File: src/rtl/arm_idex_operand_stage_pkg.sv
// Shared types for the ID/EX operand stage: forward-select codes, stall FSM states, word types.
// Operand slot count is fixed at three (Rn, Rm, Rs) for the whole slice.
package arm_idex_operand_stage_pkg;

  localparam int NUM_SLOTS = 3;
  localparam int CNT_W     = 16;

  localparam logic [1:0] FWD_RF   = 2'b00;
  localparam logic [1:0] FWD_EX   = 2'b01;
  localparam logic [1:0] FWD_MEM  = 2'b10;
  localparam logic [1:0] FWD_RSVD = 2'b11;

  localparam logic [CNT_W-1:0] STALL_CNT_MAX = {CNT_W{1'b1}};

  typedef logic [31:0] word_t;
  typedef logic [3:0]  reg_num_t;
  typedef logic [1:0]  fwd_sel_t;

  typedef enum logic [1:0] {
    RUN     = 2'd0,
    LDSTALL = 2'd1,
    MACWAIT = 2'd2
  } stage_state_t;

  // A slot conflicts with the EX destination only if it is really read.
  function automatic logic slot_hazard(input logic     slot_read,
                                       input reg_num_t src_num,
                                       input reg_num_t dst_num);
    return slot_read && (src_num == dst_num);
  endfunction

endpackage

File: src/rtl/arm_idex_operand_stage_if.sv
// ID-side inputs, EX/MEM bypass sources and registered ID/EX outputs of the operand stage.
// slave = the operand stage itself, master = the surrounding pipeline.
interface arm_idex_operand_stage_if;
  import arm_idex_operand_stage_pkg::*;

  logic                 id_valid;
  word_t                id_inst;
  word_t                id_pc;
  word_t                rf_data [0:NUM_SLOTS-1];
  fwd_sel_t             forward [0:NUM_SLOTS-1];
  word_t                ex_result;
  word_t                mem_result;
  logic                 ex_is_load;
  logic                 ex_rd_we;
  reg_num_t             ex_rd_num;
  reg_num_t             data_reg_num [0:NUM_SLOTS-1];
  logic [NUM_SLOTS-1:0] mask_of_real_read_reg;
  logic                 ex_busy;
  logic                 flush;

  logic                 idex_valid;
  word_t                idex_inst;
  word_t                idex_pc;
  word_t                idex_op [0:NUM_SLOTS-1];
  logic                 id_stall;
  logic [CNT_W-1:0]     stall_count;

  modport master (
    output id_valid, id_inst, id_pc, rf_data, forward, ex_result, mem_result,
           ex_is_load, ex_rd_we, ex_rd_num, data_reg_num, mask_of_real_read_reg,
           ex_busy, flush,
    input  idex_valid, idex_inst, idex_pc, idex_op, id_stall, stall_count
  );

  modport slave (
    input  id_valid, id_inst, id_pc, rf_data, forward, ex_result, mem_result,
           ex_is_load, ex_rd_we, ex_rd_num, data_reg_num, mask_of_real_read_reg,
           ex_busy, flush,
    output idex_valid, idex_inst, idex_pc, idex_op, id_stall, stall_count
  );

endinterface

File: src/rtl/arm_operand_mux.sv
// Per-slot operand source select: register file, EX result or MEM write-back data.
// Purely combinational; the reserved code falls back to the register file.
module arm_operand_mux
  import arm_idex_operand_stage_pkg::*;
(
  input  fwd_sel_t sel,
  input  word_t    rf_data,
  input  word_t    ex_result,
  input  word_t    mem_result,
  output word_t    op
);

  always_comb begin
    op = rf_data;
    case (sel)
      FWD_EX:  op = ex_result;
      FWD_MEM: op = mem_result;
      default: op = rf_data;
    endcase
  end

endmodule

File: src/rtl/arm_idex_operand_stage.sv
// ID/EX operand register with bypass muxing, load-use bubble insertion and MAC-busy hold.
// 1-cycle ID->EX latency; id_stall holds IF/ID on ex_busy or load-use unless a flush wins.
module arm_idex_operand_stage
  import arm_idex_operand_stage_pkg::*;
(
  input  logic                     clk,
  input  logic                     rst,
  arm_idex_operand_stage_if.slave  bus
);

  stage_state_t     state;
  logic             idex_valid_q;
  word_t            idex_inst_q;
  word_t            idex_pc_q;
  word_t            idex_op_q [0:NUM_SLOTS-1];
  logic [CNT_W-1:0] stall_cnt_q;

  word_t            op_sel [0:NUM_SLOTS-1];
  logic             src_match;
  logic             load_use;
  logic             stall;

  for (genvar s = 0; s < NUM_SLOTS; s++) begin : g_slot
    arm_operand_mux u_operand_mux (
      .sel        (bus.forward[s]),
      .rf_data    (bus.rf_data[s]),
      .ex_result  (bus.ex_result),
      .mem_result (bus.mem_result),
      .op         (op_sel[s])
    );
  end

  // The EX-side load is only real while the ID/EX register holds a valid instruction.
  always_comb begin
    src_match = 1'b0;
    for (int s = 0; s < NUM_SLOTS; s++) begin
      src_match = src_match |
                  slot_hazard(bus.mask_of_real_read_reg[s], bus.data_reg_num[s], bus.ex_rd_num);
    end
    load_use = src_match && bus.ex_is_load && bus.ex_rd_we && bus.id_valid && idex_valid_q;
  end

  assign stall = !rst && !bus.flush && (bus.ex_busy || load_use);

  always_ff @(posedge clk or posedge rst) begin
    if (rst) begin
      state        <= RUN;
      idex_valid_q <= 1'b0;
      idex_inst_q  <= '0;
      idex_pc_q    <= '0;
      for (int s = 0; s < NUM_SLOTS; s++) begin
        idex_op_q[s] <= '0;
      end
      stall_cnt_q  <= '0;
    end else begin
      if (stall && (stall_cnt_q != STALL_CNT_MAX)) begin
        stall_cnt_q <= stall_cnt_q + {{(CNT_W-1){1'b0}}, 1'b1};
      end

      case (state)
        RUN: begin
          if (bus.flush)        state <= RUN;
          else if (bus.ex_busy) state <= MACWAIT;
          else if (load_use)    state <= LDSTALL;
          else                  state <= RUN;
        end
        LDSTALL: state <= RUN;
        MACWAIT: begin
          if (bus.flush)        state <= RUN;
          else if (bus.ex_busy) state <= MACWAIT;
          else                  state <= RUN;
        end
        default: state <= RUN;
      endcase

      // Flush beats a MAC hold, which beats a load-use bubble.
      if (bus.flush) begin
        idex_valid_q <= 1'b0;
      end else if (bus.ex_busy) begin
        idex_valid_q <= idex_valid_q;
      end else if (load_use) begin
        idex_valid_q <= 1'b0;
      end else begin
        idex_valid_q <= bus.id_valid;
        idex_inst_q  <= bus.id_inst;
        idex_pc_q    <= bus.id_pc;
        for (int s = 0; s < NUM_SLOTS; s++) begin
          idex_op_q[s] <= op_sel[s];
        end
      end
    end
  end

  assign bus.idex_valid  = idex_valid_q;
  assign bus.idex_inst   = idex_inst_q;
  assign bus.idex_pc     = idex_pc_q;
  assign bus.idex_op     = idex_op_q;
  assign bus.id_stall    = stall;
  assign bus.stall_count = stall_cnt_q;

endmodule

File: src/flat_wrapper.sv
// flat-port wrapper written by rule: the top's interface ports become plain ports
module arm_idex_operand_stage_flat import arm_idex_operand_stage_pkg::*;
  (clk, rst, bus_id_valid, bus_id_inst, bus_id_pc, bus_rf_data, bus_forward, bus_ex_result, bus_mem_result, bus_ex_is_load, bus_ex_rd_we, bus_ex_rd_num, bus_data_reg_num, bus_mask_of_real_read_reg, bus_ex_busy, bus_flush, bus_idex_valid, bus_idex_inst, bus_idex_pc, bus_idex_op, bus_id_stall, bus_stall_count);
  arm_idex_operand_stage_if bus_i ();
  input  logic clk;
  input  logic rst;
  input wire logic [$bits(bus_i.id_valid)-1:0] bus_id_valid;
  input wire logic [$bits(bus_i.id_inst)-1:0] bus_id_inst;
  input wire logic [$bits(bus_i.id_pc)-1:0] bus_id_pc;
  input wire logic [$bits(bus_i.rf_data)-1:0] bus_rf_data;
  input wire logic [$bits(bus_i.forward)-1:0] bus_forward;
  input wire logic [$bits(bus_i.ex_result)-1:0] bus_ex_result;
  input wire logic [$bits(bus_i.mem_result)-1:0] bus_mem_result;
  input wire logic [$bits(bus_i.ex_is_load)-1:0] bus_ex_is_load;
  input wire logic [$bits(bus_i.ex_rd_we)-1:0] bus_ex_rd_we;
  input wire logic [$bits(bus_i.ex_rd_num)-1:0] bus_ex_rd_num;
  input wire logic [$bits(bus_i.data_reg_num)-1:0] bus_data_reg_num;
  input wire logic [$bits(bus_i.mask_of_real_read_reg)-1:0] bus_mask_of_real_read_reg;
  input wire logic [$bits(bus_i.ex_busy)-1:0] bus_ex_busy;
  input wire logic [$bits(bus_i.flush)-1:0] bus_flush;
  output wire logic [$bits(bus_i.idex_valid)-1:0] bus_idex_valid;
  output wire logic [$bits(bus_i.idex_inst)-1:0] bus_idex_inst;
  output wire logic [$bits(bus_i.idex_pc)-1:0] bus_idex_pc;
  output wire logic [$bits(bus_i.idex_op)-1:0] bus_idex_op;
  output wire logic [$bits(bus_i.id_stall)-1:0] bus_id_stall;
  output wire logic [$bits(bus_i.stall_count)-1:0] bus_stall_count;
  assign bus_i.id_valid = bus_id_valid;
  assign bus_i.id_inst = bus_id_inst;
  assign bus_i.id_pc = bus_id_pc;
  assign bus_i.rf_data = {>>{bus_rf_data}};
  assign bus_i.forward = {>>{bus_forward}};
  assign bus_i.ex_result = bus_ex_result;
  assign bus_i.mem_result = bus_mem_result;
  assign bus_i.ex_is_load = bus_ex_is_load;
  assign bus_i.ex_rd_we = bus_ex_rd_we;
  assign bus_i.ex_rd_num = bus_ex_rd_num;
  assign bus_i.data_reg_num = {>>{bus_data_reg_num}};
  assign bus_i.mask_of_real_read_reg = bus_mask_of_real_read_reg;
  assign bus_i.ex_busy = bus_ex_busy;
  assign bus_i.flush = bus_flush;
  assign bus_idex_valid = bus_i.idex_valid;
  assign bus_idex_inst = bus_i.idex_inst;
  assign bus_idex_pc = bus_i.idex_pc;
  assign bus_idex_op = {>>{bus_i.idex_op}};
  assign bus_id_stall = bus_i.id_stall;
  assign bus_stall_count = bus_i.stall_count;
  arm_idex_operand_stage u_core (.clk(clk), .rst(rst), .bus(bus_i));
endmodule
File: config.mk
export PLATFORM = sky130hd
export DESIGN_NAME = arm_idex_operand_stage_flat
export DESIGN_NICKNAME = d
export VERILOG_FILES = /design/src/rtl/arm_idex_operand_stage_pkg.sv /design/src/rtl/arm_idex_operand_stage_if.sv /design/src/rtl/arm_operand_mux.sv /design/src/rtl/arm_idex_operand_stage.sv /design/src/flat_wrapper.sv
export SDC_FILE = /design/constraint.sdc
export NUM_CORES = 1
export LEC_CHECK = 0
export ABC_AREA = 1
export CAP_MARGIN = 20
export CELL_PAD_IN_SITES_DETAIL_PLACEMENT = 0
export CELL_PAD_IN_SITES_GLOBAL_PLACEMENT = 1
export CORE_UTILIZATION = 28
export DETAILED_ROUTE_END_ITERATION = 10
export GPL_ROUTABILITY_DRIVEN = 0
export PLACE_DENSITY_LB_ADDON = 0.12
export SYNTH_ARGS = -nofsm -noshare
export SYNTH_HDL_FRONTEND = slang
export SYNTH_SLANG_ARGS = --single-unit
File: constraint.sdc
create_clock -name clk -period 6.4 [get_ports clk]
set_input_delay 1.28 -clock clk [delete_from_list [all_inputs] [get_ports clk]]
set_output_delay 1.28 -clock clk [all_outputs]
set_load 0.05 [all_outputs]
==> Word level (Yosys, flattened, before mapping) <==
Cells that the tools add are included.
W data, S select, Z words.
{ "totals": {"input_bits": 256, "out_inout_bits": 178, "wordCells": 44, "ff_bits": 177} }
{ "classes": {"add_sub_neg": 1, "n_reduce_logical": 14, "mux": 6, "n_eq_ne": 11, "bitwise": 5} }
{ "ops": {"columns": ["op", "count"], "rows": [
  ["$pmux W32 S2", 3],
  ["$add A16 B1 Y16 const B", 1],
  ["$ne A16 B16 Y1 const B", 1],
  ["$eq A4 B4 Y1", 3],
  ["$logic_and A1 B1 Y1", 10],
  ["$eq A2 B1 Y1 const B", 3],
  ["$eq A2 B2 Y1 const B", 3],
  ["$mux W1", 3],
  ["$not A1 Y1", 3],
  ["$reduce_and A3 Y1", 1],
  ["$logic_not A1 Y1", 2],
  ["$ne A2 B1 Y1 const B", 1],
  ["$or A1 B1 Y1", 2],
  ["$logic_or A1 B1 Y1", 1]
]} }

==> Depth between registers and ports, before layout <==
Gate-level depths: netlist of run 1.
{ "logic_depth": {"ltp_word": 11, "depth_mapped": 12} }

==> By module <==
Synthesis of run 1 repeated with hierarchy kept, for this count alone.
{ "unflattened": {"hier_cells": 1512, "hier_area_um2": 10307.4} }
{ "modules_own_cells": {"columns": ["module", "cells_per_inst", "area_per_inst_um2", "n_inst"], "rows": [
  ["arm_idex_operand_stage", 882, 7672.4, 1],
  ["arm_operand_mux", 210, 878.3, 3]
]} }

==> Least setup slack after synthesis of run 1 <==
No wires, ideal clock.
{ "synth_path": {"path_type": "input to output", "startpoint": "in bus_ex_rd_num[2]", "endpoint": "out bus_id_stall", "slack_ns": 2.046, "path_buffers": 1, "cell_stages": 10, "arrival_time_ns": 3.074, "path_cell_list": "nor2_1 nor2_1 nor2_1 nand3_1 nand3_1 nand2_2 nand2_2 buf_4 inv_1 nor3_1"} }
{ "synth_via": {"elab_chain_len": 10, "word_cells_on_any_way": 14, "cone_classes": "3 x eq/ne; 2 x bitwise; 9 x reduce/logical"} }
{ "synth_lines": {"columns": ["element", "line", "text"], "rows": [
  ["start, declared", "flat_wrapper.sv:16", "input wire logic [$bits(bus_i.ex_rd_num)-1:0] bus_ex_rd_num;"],
  ["$eq A4 B4 Y1", "arm_idex_operand_stage_pkg.sv:29", "return slot_read && (src_num == dst_num);"],
  ["$logic_and A1 B1 Y1", "arm_idex_operand_stage_pkg.sv:29", null],
  ["$or A1 B1 Y1", "arm_idex_operand_stage.sv:37", "src_match = src_match |"],
  ["$or A1 B1 Y1 *", "arm_idex_operand_stage.sv:37", null],
  ["$logic_and A1 B1 Y1 * (4 in a row)", "arm_idex_operand_stage.sv:40", "load_use = src_match && bus.ex_is_load && bus.ex_rd_we && bus.id_valid && idex_valid_q;"],
  ["$logic_or A1 B1 Y1 *", "arm_idex_operand_stage.sv:43", "assign stall = !rst && !bus.flush && (bus.ex_busy || load_use);"],
  ["$logic_and A1 B1 Y1 *", "arm_idex_operand_stage.sv:43", null],
  ["end, declared", "flat_wrapper.sv:25", "output wire logic [$bits(bus_i.id_stall)-1:0] bus_id_stall;"]
]} }
Mark *: on every way between the ends. The rest lies on a longest branch, timed or not.

==> Final worst setup path of run 1 <==
{ "layout_path": {"startpoint": "in bus_ex_rd_num[1]", "endpoint": "out bus_id_stall"} }
The elaborated chain is that of the path after synthesis.

==> summary.md, run 1 <==
| Metric | Value |
|---|---|
| Status | completed |
| DP Cell Count | 1916 |
| Worst Skew | 8.294 ps |
| Multi-input logic area | 0.004229 mm^2 |
| HP Class | flop to flop |
| Initial core utilization | 28.46% |
| Initial drt markers | 423 |
| Critical Path Fanout Max | 27 |
| Met1 Usage GRT | 25.71% |
| Via Count | 8893 |
| Worst-Margin Slew | 735.2 ps |
| Die Y | 189.1 um |
| Pleak | 6.932 nW |
| Max Root-Sink Buffers | 2 |
| Global route total overflow | 0 |
| Synth cell types | 23 |
| TritonCTS clock tree | done |
| Final setup TNS | 0 ps |
| Met3 Use GR | 6.413% |
| Crit share post-route | 77.89% |
| Slew Limit Fails | 0 |
| Dpl hpwl | 26.68 mm |
| FILL cells | 3472 |
| WS Path Type | input pin to output pin |
| Synth warnings | 0 |
| Post-route insts no fill | 1955 |
| Seq/Total Area, Yosys | 45.17% |
| Clock root buffer | clkbuf_16 |
| Syn Inst Count | 1082 |
| Mapped Nets | 1345 |
| Fin Hold WS | 481.0 ps |
| M2 GR Usage | 34.43% |
| Total GRT Usage | 20.81% |
| Arrival time at the worst endpoint | 3700 ps |
| Initial antenna violation count | 9 |
| Final #Nets | 1744 |
| Core Util, Final | 43.56% |
| WL/cell | 18.89 um |
| Post-route minimum period | 4985 ps |
| Final WS setup | 1415 ps |
| RSZ-0062 raised after global routing | no |
| Area Growth Syn to Fin | 53.07% |
| Register Area | 0.004429 mm^2 |
| FP Rows | 68 |
| Power per Cell Area | 269.7 mW/mm^2 |
| First-pass GRT wire length | 55.70 mm |
| Layout cells sized above 1 | 12.65% |
| Number of global-route vias before repair | 9064 |
| Element type at the critical path end | output pin |
| Fin. Hold Viols | 0 |
| Initial DRT Pass Iterations | 5 |
| Residual DRC count | 0 |
| Number of max-cap violations | 0 |
| Avg Cell Area, Syn | 9.063 um^2 |
| Achievable clock frequency | 0.2006 GHz |
| Top-area cell type share of the netlist area | 45.17% |
| Grt peak-use layer | met2 |
| Register-to-Register Path Depth | 7 |
| Placed cell area | 0.01436 mm^2 |
| CTS clk-pin slew, worst paths | 70 ps |
| Sink Count | 177 |
| Die Area | 0.03577 mm^2 |
| Total CTS buffers | 17 |
| Total Wirelength | 36.93 mm |
| Port Buffers | 433 |
| Skew-Pair Late Insertion Delay | 440 ps |
| Via-to-Cell Ratio | 4.549 |
| Io pins | 434 |
| Seq cells post-synth | 177 |
| Synth area leaders | dfrtp_1 45%, o21ai_2 12%, mux2i_1 9.8% |
| Req. time, crit path | 5120 ps |
| Total power | 4.049 mW |
| Cts hold-fix bufs | 0 |
| Hold depth | 2 |
| Post-CTS setup buffer count | 0 |
| Worst Setup Start Kind | input pin |
| H-tree depth | 4 |
| Final ANT Viol Nets | 0 |
| Synthesized area | 0.009806 mm^2 |
| Core Footprint | 0.03446 mm^2 |
| Setup violations, final | 0 |
| Chip width | 189.1 um |
| Area leader, netlist | dfrtp_1 |
| Design area | 0.01501 mm^2 |
| Post-CTS Resized | 0 |
| Pin count of the biggest net entering global routing | 131 |
| Peak supply drop | 0.1924 mV |
| Placement Setup Slack | 1410 ps |
| Slew headroom | 50.99% |
==> synth_stat cells <==
cell and instances:
buf_1 1, buf_2 5, buf_4 1, buf_6 32, clkbuf_1 31, dfrtp_1 177
ha_1 7, inv_1 168, inv_2 3, mux2i_1 96, nand2_1 222, nand2_2 2
nand3_1 21, nand3_4 1, nand4_1 19, nor2_1 24, nor3_1 5, o21ai_0 32
o21ai_1 2, o21ai_2 130, o22ai_1 96, xnor2_1 3, xor2_1 4
==> layout by cell type (no fill, tap or decap), types with 2 or more instances in the layout <==
cell type and count:
buf_12 2, buf_4 14, bufinv_16 2, clkbuf_16 17
clkbuf_8 3, clkdlybuf4s50_1 433, clkinv_4 2, clkinvlp_4 2
dfrtp_1 177, diode_2 6, ha_1 4, ha_2 3
inv_1 167, inv_2 3, inv_6 4, inv_8 2
mux2i_1 96, nand2_1 222, nand2_2 2, nand3_1 21
nand4_1 19, nor2_1 24, nor3_1 5, o21ai_0 32
o21ai_1 2, o21ai_2 130, o22ai_1 96, xnor2_1 3
xor2_1 4
==> kinds of logic after synthesis <==
group                      synth area share [%]
xor gates and xnor gates                 0.6253
and+or+nand+nor                           12.26
DFF                                       45.17
AOI/OAI and AO/OA                         19.47
muxes                                     9.800
adders and majority gates                0.8932
buffers and inverters                     11.78
==> state kept, by name, indices dropped and copies added, names as in the netlist <==
register                flops
u_core.bus.idex_op         96
u_core.bus.idex_valid       1
u_core.bus.stall_count     16
u_core.bus.idex_pc         32
u_core.bus.idex_inst       32
==> critical path, cell delays in order <==
cell,delay (ps)
clkdlybuf4s50_1,550
inv_2,60
nand2_1,50
o21ai_0,70
nor2_1,100
nand3_1,70
nand3_1,80
nand2_2,80
nand2_2,60
buf_4,260
inv_1,70
nor3_1,130
clkdlybuf4s50_1,830
==> area by class of cell <==
cell class | count | share of cell area [%]
Timing Repair Buffer | 450 | 30.03
Sequential cell | 177 | 29.51
Multi-Input combinational cell | 664 | 28.18
Inverter | 171 | 4.326
Tap cell | 455 | 3.793
Clock buffer | 20 | 3.109
Clock inverter | 12 | 0.9587
Antenna cell | 6 | 0.1000
==> report_power, final <==
group | switching [mW] | internal, mW
Clock | 0.499 | 0.615
Combinational | 0.991 | 0.578
Sequential | 0.0930 | 1.27
==> layer usage <==
| layer | wire, um | vias to the layer above | part of all wire [%] |
|---|---|---|---|
| li1 | - | 4392 | - |
| met2 | 17640 | 299 | 48 |
| met1 | 15640 | 4155 | 42 |
| met4 | 675 | 6 | 1.8 |
| met5 | 34 | - | 0.092 |
| met3 | 2941 | 41 | 8.0 |
==> final timing paths <==
check / from / to / slack [ps]
min: u_core.bus.idex_op[74]$_DFFE_PP0P_ / u_core.bus.idex_op[74]$_DFFE_PP0P_ / 480
max in group asynchronous: rst / u_core.bus.idex_op[40]$_DFFE_PP0P_ / 3920
min reg2reg: u_core.bus.idex_op[74]$_DFFE_PP0P_ / u_core.bus.idex_op[74]$_DFFE_PP0P_ / 480
min in group asynchronous: rst / u_core.bus.stall_count[11]$_DFFE_PP0P_ / 1360
max reg2reg: u_core.bus.idex_valid$_DFFE_PP0P_ / u_core.bus.idex_inst[15]$_DFFE_PP0P_ / 4250
max: bus_ex_rd_num[1] / bus_id_stall / 1420
No activity file was read; power rests on OpenSTA's default activity.
==> run 2, diff against run 1 <==
--- a/config.mk
+++ b/config.mk
@@ -9,7 +9,7 @@
 export CAP_MARGIN = 20
 export CELL_PAD_IN_SITES_DETAIL_PLACEMENT = 0
 export CELL_PAD_IN_SITES_GLOBAL_PLACEMENT = 1
-export CORE_UTILIZATION = 28
+export CORE_UTILIZATION = 31
 export DETAILED_ROUTE_END_ITERATION = 10
 export GPL_ROUTABILITY_DRIVEN = 0
 export PLACE_DENSITY_LB_ADDON = 0.12
==> constraint.sdc (replaced) <==
create_clock -name clk -period 4.7 [get_ports clk]
set_input_delay 0.94 -clock clk [delete_from_list [all_inputs] [get_ports clk]]
set_output_delay 0.94 -clock clk [all_outputs]
set_load 0.05 [all_outputs]
==> run 2 against run 1 <==
Effect of this change: the run now ends with DRC left; cell count down 2.8%; worst setup slack worse by 730 ps; hold slack better by 0.73 ps; sequential share of layout area up 0.057 points; routed wire length down 3.8%; critical path depth down 1; utilization up 5.0 points; via count about the same; critical path type unchanged.
==> summary.md, run 2 (synthesis results as in run 1) <==
| Metric | Value |
|---|---|
| Power per Cell Area | 362.2 mW/mm^2 (+34%) |
| Status | finished with violations |
| Total CTS buffers | 17 (unchanged) |
| Pleak | 6.962 nW (+0.43%) |
| Post-CTS Resized | 0 (unchanged) |
| Residual DRC count | 29 (+29) |
| Fin. Hold Viols | 0 (unchanged) |
| Worst-Margin Slew | 1009 ps (+274.1 ps) |
| TritonCTS clock tree | done |
| Design area | 0.01498 mm^2 (-0.19%) |
| Initial drt markers | 594 (+40%) |
| Max Root-Sink Buffers | 2 (unchanged) |
| Peak supply drop | 0.2319 mV (+21%) |
| Number of global-route vias before repair | 8988 (-0.84%) |
| Global route total overflow | 0 (unchanged) |
| Slew Limit Fails | 0 (unchanged) |
| Via-to-Cell Ratio | 4.679 (+2.9%) |
| Setup violations, final | 0 (unchanged) |
| Pin count of the biggest net entering global routing | 79 (-40%) |
| Placement Setup Slack | 659.0 ps (-750.7 ps) |
| Initial core utilization | 31.81% (+3.3 points) |
| WL/cell | 18.71 um (-0.96%) |
| Via Count | 8891 (-0.022%) |
| H-tree depth | 4 (unchanged) |
| Port Buffers | 433 (unchanged) |
| Dpl hpwl | 26.40 mm (-1.1%) |
| DR top layer | met5 |
| Final ANT Viol Nets | 0 (unchanged) |
| Placed cell area | 0.01440 mm^2 (+0.28%) |
| Post-route minimum period | 4017 ps |
| Die Area | 0.03235 mm^2 (-9.6%) |
| Total GRT Usage | 22.24% (+1.4 points) |
| Crit share post-route | 85.46% |
| FP Rows | 64 (-5.9%) |
| HP Class | flop to flop |
| Post-CTS setup buffer count | 0 (unchanged) |
| Cts hold-fix bufs | 0 (unchanged) |
| Worst Setup Start Kind | input pin |
| RSZ-0062 raised after global routing | no |
| Detail Route met3 WL | 2.423 mm (-18%) |
| Arrival time at the worst endpoint | 3080 ps (-620 ps) |
| Io pins | 434 (unchanged) |
| Area Growth Syn to Fin | 52.78% |
| Die Y | 179.9 um (-4.9%) |
| Sink Count | 177 (unchanged) |
| Core Footprint | 0.03083 mm^2 (-11%) |
| Final #Nets | 1752 (+0.46%) |
| Hold depth | 2 (unchanged) |
| Critical Path Fanout Max | 4 (-85%) |
| Final setup TNS | 0 ps (unchanged) |
| Req. time, crit path | 3760 ps (-1360 ps) |
| Final WS setup | 683.3 ps (-731.7 ps) |
| First-pass GRT wire length | 54.77 mm (-1.7%) |
| Slew headroom | 32.64% (-18 points) |
| Failing checks | DRC |
| Commonest non-fill, non-tap cell in the layout | clkdlybuf4s50_1 |
| Register-to-Register Path Depth | 7 (unchanged) |
| Core Util, Final | 48.59% (+5.0 points) |
| Number of max-cap violations | 0 (unchanged) |
| Layout cells sized above 1 | 13.12% (+0.47 points) |
| DR WL met2 | 17.17 mm (-2.6%) |
| Chip width | 179.9 um (-4.9%) |
| Skew-Pair Late Insertion Delay | 440 ps (about the same) |
| Total Wirelength | 35.54 mm (-3.8%) |
| Initial DRT Pass Iterations | 10 (+5) |
| Clock root buffer | clkbuf_16 |
| Routed met1 length | 15.37 mm (-1.7%) |
| Worst Skew | 15.09 ps (+6.800 ps) |
| Achievable clock frequency | 0.2490 GHz |
| WS Path Type | input pin to output pin |
| Max reg flops | 96 (unchanged) |
| Most frequent cells in the layout | 433 x clkdlybuf4s50_1, 222 x nand2_1, 177 x dfrtp_1 |
| Initial antenna violation count | 3 (-6) |
| CTS clk-pin slew, worst paths | 60 ps (about the same) |
| Element type at the critical path end | output pin |
==> run 2: cell count changes in the layout (fill, tap and decap cells not counted), sizes merged <==
cell    delta
buf        +8
clkinv     +3
diode      -4
clkbuf     -2
inv        +1
bufinv     -2
==> run 2: area by class of cell <==
cell class,count,area (um^2)
fillers,2980,15850
repair buffers,458,4597
flip-flops and latches,177,4429
multi-input cells,664,4229
inverters,171,645.6
well taps,396,495.5
clock buffers,18,439.2
clock inverters,14,140.1
diodes,2,5.005
==> run 2: stage by stage <==
stage,total power [mW],hold WS [ps],instances
after global routing,5.677,497.9,1900
after CTS,5.497,483.8,1898
final,5.426,481.7,1900
after floorplan,3.199,756.5,1082
after global placement,4.030,462.4,1866
after detailed placement,4.037,466.0,1866
==> run 2: critical path: stages <==
cell and delay, ps:
clkdlybuf4s50_1 540, inv_2 60, nand2_1 50, nand2_1 40, nor2_1 100, nand3_1 80
nand3_1 110, nand2_2 90, nand2_2 70, inv_1 40, nor3_1 110, clkdlybuf4s50_1 830
==> run 2: final timing paths <==
check | start | endpoint | slack, ps
worst max-delay path | bus_ex_rd_num[0] | bus_id_stall | 680
worst min-delay path | u_core.bus.idex_op[63]$_DFFE_PP0P_ | u_core.bus.idex_op[63]$_DFFE_PP0P_ | 480
worst max register to register | u_core.bus.stall_count[0]$_DFFE_PP0P_ | u_core.bus.stall_count[14]$_DFFE_PP0P_ | 2550
worst min register to register | u_core.bus.idex_op[63]$_DFFE_PP0P_ | u_core.bus.idex_op[63]$_DFFE_PP0P_ | 480
max in group asynchronous | rst | u_core.bus.stall_count[4]$_DFFE_PP0P_ | 3210
min in group asynchronous | rst | u_core.bus.stall_count[15]$_DFFE_PP0P_ | 1050
==> run 2: where the power goes <==
group          leakage [nW]  switching [mW]  internal, mW  total (mW)
combinational          4.43            1.34         0.795        2.14
clock                 0.283           0.710         0.720        1.43
sequential             2.25           0.127          1.73        1.86
==> run 2: metal layers <==
| layer | GRT usage [%] | vias to the layer above |
|---|---|---|
| li1 | - | 4398 |
| met1 | 28.48 | 4141 |
| met2 | 37.06 | 323 |
| met3 | 5.328 | 27 |
| met4 | 6.621 | 2 |
| met5 | 0 | - |
